===== src/rtl/register_file_if.sv =====
// Register-file bus: write-back port, two ALU read ports and the debug display port.
interface register_file_if #(
  parameter int DATA_W = 8,
  parameter int ADDR_W = 2
);
  logic              RegWrite;
  logic [ADDR_W-1:0] WriteReg;
  logic [DATA_W-1:0] WriteData;
  logic [ADDR_W-1:0] ReadReg1;
  logic [ADDR_W-1:0] ReadReg2;
  logic [ADDR_W-1:0] DispReg;
  logic [DATA_W-1:0] ReadData1;
  logic [DATA_W-1:0] ReadData2;
  logic [DATA_W-1:0] DispData;
  logic [7:0]        WriteCount;

  modport master (
    output RegWrite, WriteReg, WriteData, ReadReg1, ReadReg2, DispReg,
    input  ReadData1, ReadData2, DispData, WriteCount
  );

  modport slave (
    input  RegWrite, WriteReg, WriteData, ReadReg1, ReadReg2, DispReg,
    output ReadData1, ReadData2, DispData, WriteCount
  );
endinterface


===== src/rtl/register_file.sv =====
// Multi-ported register file feeding the ALU: two combinational read ports with
// optional same-cycle write forwarding, one write port, registered debug display port.
module register_file #(
  parameter int DATA_W   = 8,
  parameter int ADDR_W   = 2,
  parameter int ZERO_REG = 0,
  parameter int BYPASS   = 1
) (
  input  logic             clk,
  input  logic             reset,
  register_file_if.slave   bus
);
  localparam int NUM_REGS = 2 ** ADDR_W;

  logic [DATA_W-1:0] r_regs [NUM_REGS];
  logic [DATA_W-1:0] r_disp;
  logic [7:0]        r_wcnt;
  logic              w_wr_en;
  logic [DATA_W-1:0] w_rd1;
  logic [DATA_W-1:0] w_rd2;

  // A write to the hardwired zero register is dropped entirely: no store, no count, no forward.
  assign w_wr_en = bus.RegWrite && !((ZERO_REG != 0) && (bus.WriteReg == '0));

  always_ff @(posedge clk or posedge reset) begin
    if (reset) begin
      for (int i = 0; i < NUM_REGS; i++) r_regs[i] <= '0;
      r_disp <= '0;
      r_wcnt <= '0;
    end else begin
      r_disp <= r_regs[bus.DispReg];
      if (w_wr_en) begin
        r_regs[bus.WriteReg] <= bus.WriteData;
        if (r_wcnt != 8'hFF) r_wcnt <= r_wcnt + 8'd1;
      end
    end
  end

  // Priority: reset forces zero, then forwarding, then the zero register, then storage.
  always_comb begin
    w_rd1 = r_regs[bus.ReadReg1];
    w_rd2 = r_regs[bus.ReadReg2];
    if ((ZERO_REG != 0) && (bus.ReadReg1 == '0)) w_rd1 = '0;
    if ((ZERO_REG != 0) && (bus.ReadReg2 == '0)) w_rd2 = '0;
    if ((BYPASS != 0) && w_wr_en && (bus.WriteReg == bus.ReadReg1)) w_rd1 = bus.WriteData;
    if ((BYPASS != 0) && w_wr_en && (bus.WriteReg == bus.ReadReg2)) w_rd2 = bus.WriteData;
    if (reset) begin
      w_rd1 = '0;
      w_rd2 = '0;
    end
  end

  assign bus.ReadData1  = w_rd1;
  assign bus.ReadData2  = w_rd2;
  assign bus.DispData   = r_disp;
  assign bus.WriteCount = r_wcnt;
endmodule


===== src/flat_wrapper.sv =====
// flat-port wrapper written by rule: the top's interface ports become plain ports
module register_file_flat 
#(
  parameter int DATA_W   = 8,
  parameter int ADDR_W   = 2,
  parameter int ZERO_REG = 0,
  parameter int BYPASS   = 1
)
  (clk, reset, bus_RegWrite, bus_WriteReg, bus_WriteData, bus_ReadReg1, bus_ReadReg2, bus_DispReg, bus_ReadData1, bus_ReadData2, bus_DispData, bus_WriteCount);
  register_file_if #(.DATA_W(DATA_W), .ADDR_W(ADDR_W)) bus_i ();
  input  logic clk;
  input  logic reset;
  input wire logic [$bits(bus_i.RegWrite)-1:0] bus_RegWrite;
  input wire logic [$bits(bus_i.WriteReg)-1:0] bus_WriteReg;
  input wire logic [$bits(bus_i.WriteData)-1:0] bus_WriteData;
  input wire logic [$bits(bus_i.ReadReg1)-1:0] bus_ReadReg1;
  input wire logic [$bits(bus_i.ReadReg2)-1:0] bus_ReadReg2;
  input wire logic [$bits(bus_i.DispReg)-1:0] bus_DispReg;
  output wire logic [$bits(bus_i.ReadData1)-1:0] bus_ReadData1;
  output wire logic [$bits(bus_i.ReadData2)-1:0] bus_ReadData2;
  output wire logic [$bits(bus_i.DispData)-1:0] bus_DispData;
  output wire logic [$bits(bus_i.WriteCount)-1:0] bus_WriteCount;
  assign bus_i.RegWrite = bus_RegWrite;
  assign bus_i.WriteReg = bus_WriteReg;
  assign bus_i.WriteData = bus_WriteData;
  assign bus_i.ReadReg1 = bus_ReadReg1;
  assign bus_i.ReadReg2 = bus_ReadReg2;
  assign bus_i.DispReg = bus_DispReg;
  assign bus_ReadData1 = bus_i.ReadData1;
  assign bus_ReadData2 = bus_i.ReadData2;
  assign bus_DispData = bus_i.DispData;
  assign bus_WriteCount = bus_i.WriteCount;
  register_file #(.DATA_W(DATA_W), .ADDR_W(ADDR_W), .ZERO_REG(ZERO_REG), .BYPASS(BYPASS)) u_core (.clk(clk), .reset(reset), .bus(bus_i));
endmodule

===== config.mk =====
export PLATFORM = sky130hd
export DESIGN_NAME = register_file_flat
export DESIGN_NICKNAME = d
export VERILOG_FILES = /design/src/rtl/register_file_if.sv /design/src/rtl/register_file.sv /design/src/flat_wrapper.sv
export SDC_FILE = /design/constraint.sdc
export NUM_CORES = 1
export LEC_CHECK = 0
export BUFFER_PORTS_ARGS = -buffer_cell sky130_fd_sc_hd__buf_2
export CORE_MARGIN = 3
export CORE_UTILIZATION = 62
export CTS_BUF_LIST = sky130_fd_sc_hd__clkbuf_4
export CTS_CLUSTER_DIAMETER = 120
export DETAILED_ROUTE_END_ITERATION = 6
export PLACE_DENSITY = 0.92
export SYNTH_ARGS = -nofsm -noshare
export SYNTH_HDL_FRONTEND = slang
export SYNTH_SLANG_ARGS = --single-unit

===== constraint.sdc =====
create_clock -name clk -period 4.7 [get_ports clk]
set_input_delay 0.94 -clock clk [delete_from_list [all_inputs] [get_ports clk]]
set_output_delay 0.94 -clock clk [all_outputs]
set_load 0.005 [all_outputs]

==> out/results.ini <==
[clock_network]
worstSkewPairLatency_ns=0.37
path_clk_slew_ns=0.14
cts_root_buffer=clkbuf_4
cts_resized=0
numCtsBuffers=5
cts_tree=yes
h-tree-depth=2
clockBufferDepth=2
clock-sinks=48
cts-hold-fix-buffers=0
postCtsSetupBuffers=0

[route]
vias=2222
antenna_left=0
drt_iter0_markers=190
via_per_inst=7.285
first_pass_iters=5
drc=0
post_drt_wl_per_cell_um=22.42
drt_wl_total_mm=6.838

[cells_and_area]
drive_above_1_share_pct=45.45
multi_input_area_mm2=0.001653
seqCellArea_mm2=0.001201
nNetsFinal=272
syn_to_final_growth_pct=9.928
diodes=0
nFillCells=282

[synth]
ys.flop_type=dfrtp_1
synth-xor-area-share_pct=5.281
synthDistinctLibCells=32
async_reset_ff_share_pct=100.0
synth.area.top_cells=dfrtp_1 (41%), mux4_1 (14%), mux2_2 (13%)
yosys.area_share.simple_pct=7.562
syn_area_per_cell_um2=14.17
synthCells=209
synth_mux_area_share_pct=33.59
synth_top_cell_area_share_pct=40.56
seq_area_frac_synth_pct=40.56
synth-seq-cells=48
synth_fa_ha_area_share_pct=0.4225
synth_top_family_by_area=multiplexers
synth_area_mm2=0.002962
yosysWarnings=0
synth_compound_area_share_pct=8.956
synthesis.nets=229
synth_top_area_cell=dfrtp_1
synth_edf_count=0

[grt]
antenna_found_initial=0
gr-total-overflow=0
grt_pass1_vias=2114
track_usage_pct=26.24
grt_pass1_wl_mm=10.77
grt_max_degree=49

[worst_setup_path]
cp_slowest_stage_delay_ns=0.41
end_kind=output port
critPathKind=in -> out
crit_path_frequent_cell=buf_2
critPathTopFamily=buffers and inverters
critical_path_buf_inv_count=3
cp.arrival_ns=2.29
startpoint_type=input pin
crit_slowest_cell=buf_2
path_max_fanout=26
crit_required_ns=3.76
cp_cell_sequence=buf_2 -> inv_2 -> o31ai_1 -> a21oi_1 -> buf_2

[placed_design]
place_congestion=0.8973
hpwl_mm=4.594
io_buffers=50

[sta]
whs_ns=0.5167
drv_slew=0
clock_skew_ns=0.007181
rsz0062_at_grt=no
post-route-period-util_pct=68.66
hold_viol=0
worstMarginPinSlew_ns=0.9743
tns_ns=0
finalSetupViolCount=0
fmax_mhz=309.9
min_period_ns=3.227
relSlewSlack_pct=34.95

[die]
fp.coreArea_mm2=0.004474
start_util_pct=66.19
die_x_um=75.12
pin_count=51
floorplan.rows=24
die_h_um=75.12
die_area_mm2=0.005642

[pwr]
p_sw_mw=0.4181
p_leak_nw=1.395
intPower_mw=0.8527
combPwrFrac_pct=33.2
pwr_density_cell_mw_per_mm2=390.3
seqPwrFrac_pct=47.7
peakVddDrop_uv=209.6
p_sw_share_pct=32.90
power_frac_clock_pct=19.1

[job]
maxCapViolCount=0

[min_path]
worstHoldPathType=reg -> reg

[outcome]
status=finished clean

## metal layers
layer	vias up	wire length [um]	share of wire [%]	GRT usage, %
met5	-	0	0	0
met4	0	129	1.9	8.893
met3	17	761	11	6.409
met2	157	3388	50	41.97
met1	1103	2558	37	35.48
li1	945	-	-	-
## cells in the final DEF, fill, tap and decap left out, drive strengths merged
cell / synthesis / layout
buf: 12 / 50
dfrtp: 48 / 48
mux2: 35 / 35
mux4: 24 / 24
a21oi: 18 / 18
o31ai: 18 / 18
nand4: 16 / 16
xnor2: 7 / 7
clkbuf: 2 / 5
xor2: 4 / 4
nor3: 4 / 4
nand2: 3 / 3
nand3: 3 / 3
inv: 3 / 3
and3: 2 / 2
o21ai: 2 / 2
nand3b: 2 / 2
clkinv: 0 / 2
or3: 1 / 1
o311ai: 1 / 1
and4: 1 / 1
a21boi: 1 / 1
nand2b: 1 / 1
ha: 1 / 1
bufinv: 0 / 1
## cell type report
type,count,share of cell area [%]
clock buffers,5,1.153
inverters,3,0.3459
well taps,52,1.998
flip-flops and latches,48,36.89
multi-input cells,144,50.77
repair buffers,50,7.686
clock inverters,3,1.153
## logic make-up after synthesis
kind of cell    count (synthesis)
xor+xnor                       11
mux                            59
buf+inv                        17
simple gates                   33
fa+ha+maj                       1
flops                          48
compound gates                 40
## cells in the mapped netlist, drive strengths merged, types with 2 or more instances
cell type	number
a21oi	18
mux2	35
o31ai	18
clkbuf	2
nand3	3
o21ai	2
inv	3
buf	12
and3	2
mux4	24
dfrtp	48
nand2	3
xnor2	7
nand4	16
xor2	4
nor3	4
nand3b	2
## per-stage QoR
stage	util, %	cell area [um2]	worst slack [ns]	instances	total power [mW]
after floorplan	-	2962	1.964	209	0.8851
after global placement	71.09	3181	1.573	297	1.009
after detailed placement	71.09	3181	1.556	297	1.032
after CTS	72.76	3256	1.484	305	1.274
after global routing	72.76	3256	1.408	305	1.347
final	72.76	3256	1.473	305	1.271
## power groups by stage
stage	logic (mW)	registers, mW	clock network, mW
floorplan	0.290	0.595	0
global placement	0.405	0.604	0
detailed placement	0.419	0.613	0
CTS	0.424	0.604	0.247
global route	0.464	0.621	0.262
finish	0.422	0.606	0.242
## path summary, 6_finish.rpt
check / startpoint / endpoint / slack [ns] / cells after the start
setup / recovery: bus_RegWrite / bus_ReadData2[7] / 1.47 / 5
hold / removal: u_core.bus.WriteCount[4] / u_core.bus.WriteCount[4] / 0.52 / 1
setup reg to reg: u_core.bus.WriteCount[0] / u_core.bus.WriteCount[1] / 3.06 / 4
hold reg to reg: u_core.bus.WriteCount[4] / u_core.bus.WriteCount[4] / 0.52 / 1
max in group asynchronous: reset / u_core.r_regs[7] / 3.17 / 2
min in group asynchronous: reset / u_core.r_regs[3] / 0.92 / 2
## registers in the layout (all words and copies together), names as in the netlist
signal and count:
u_core.bus.WriteCount 8, u_core.r_regs 32, u_core.bus.DispData 8
Power figures use the tool's default switching activity.
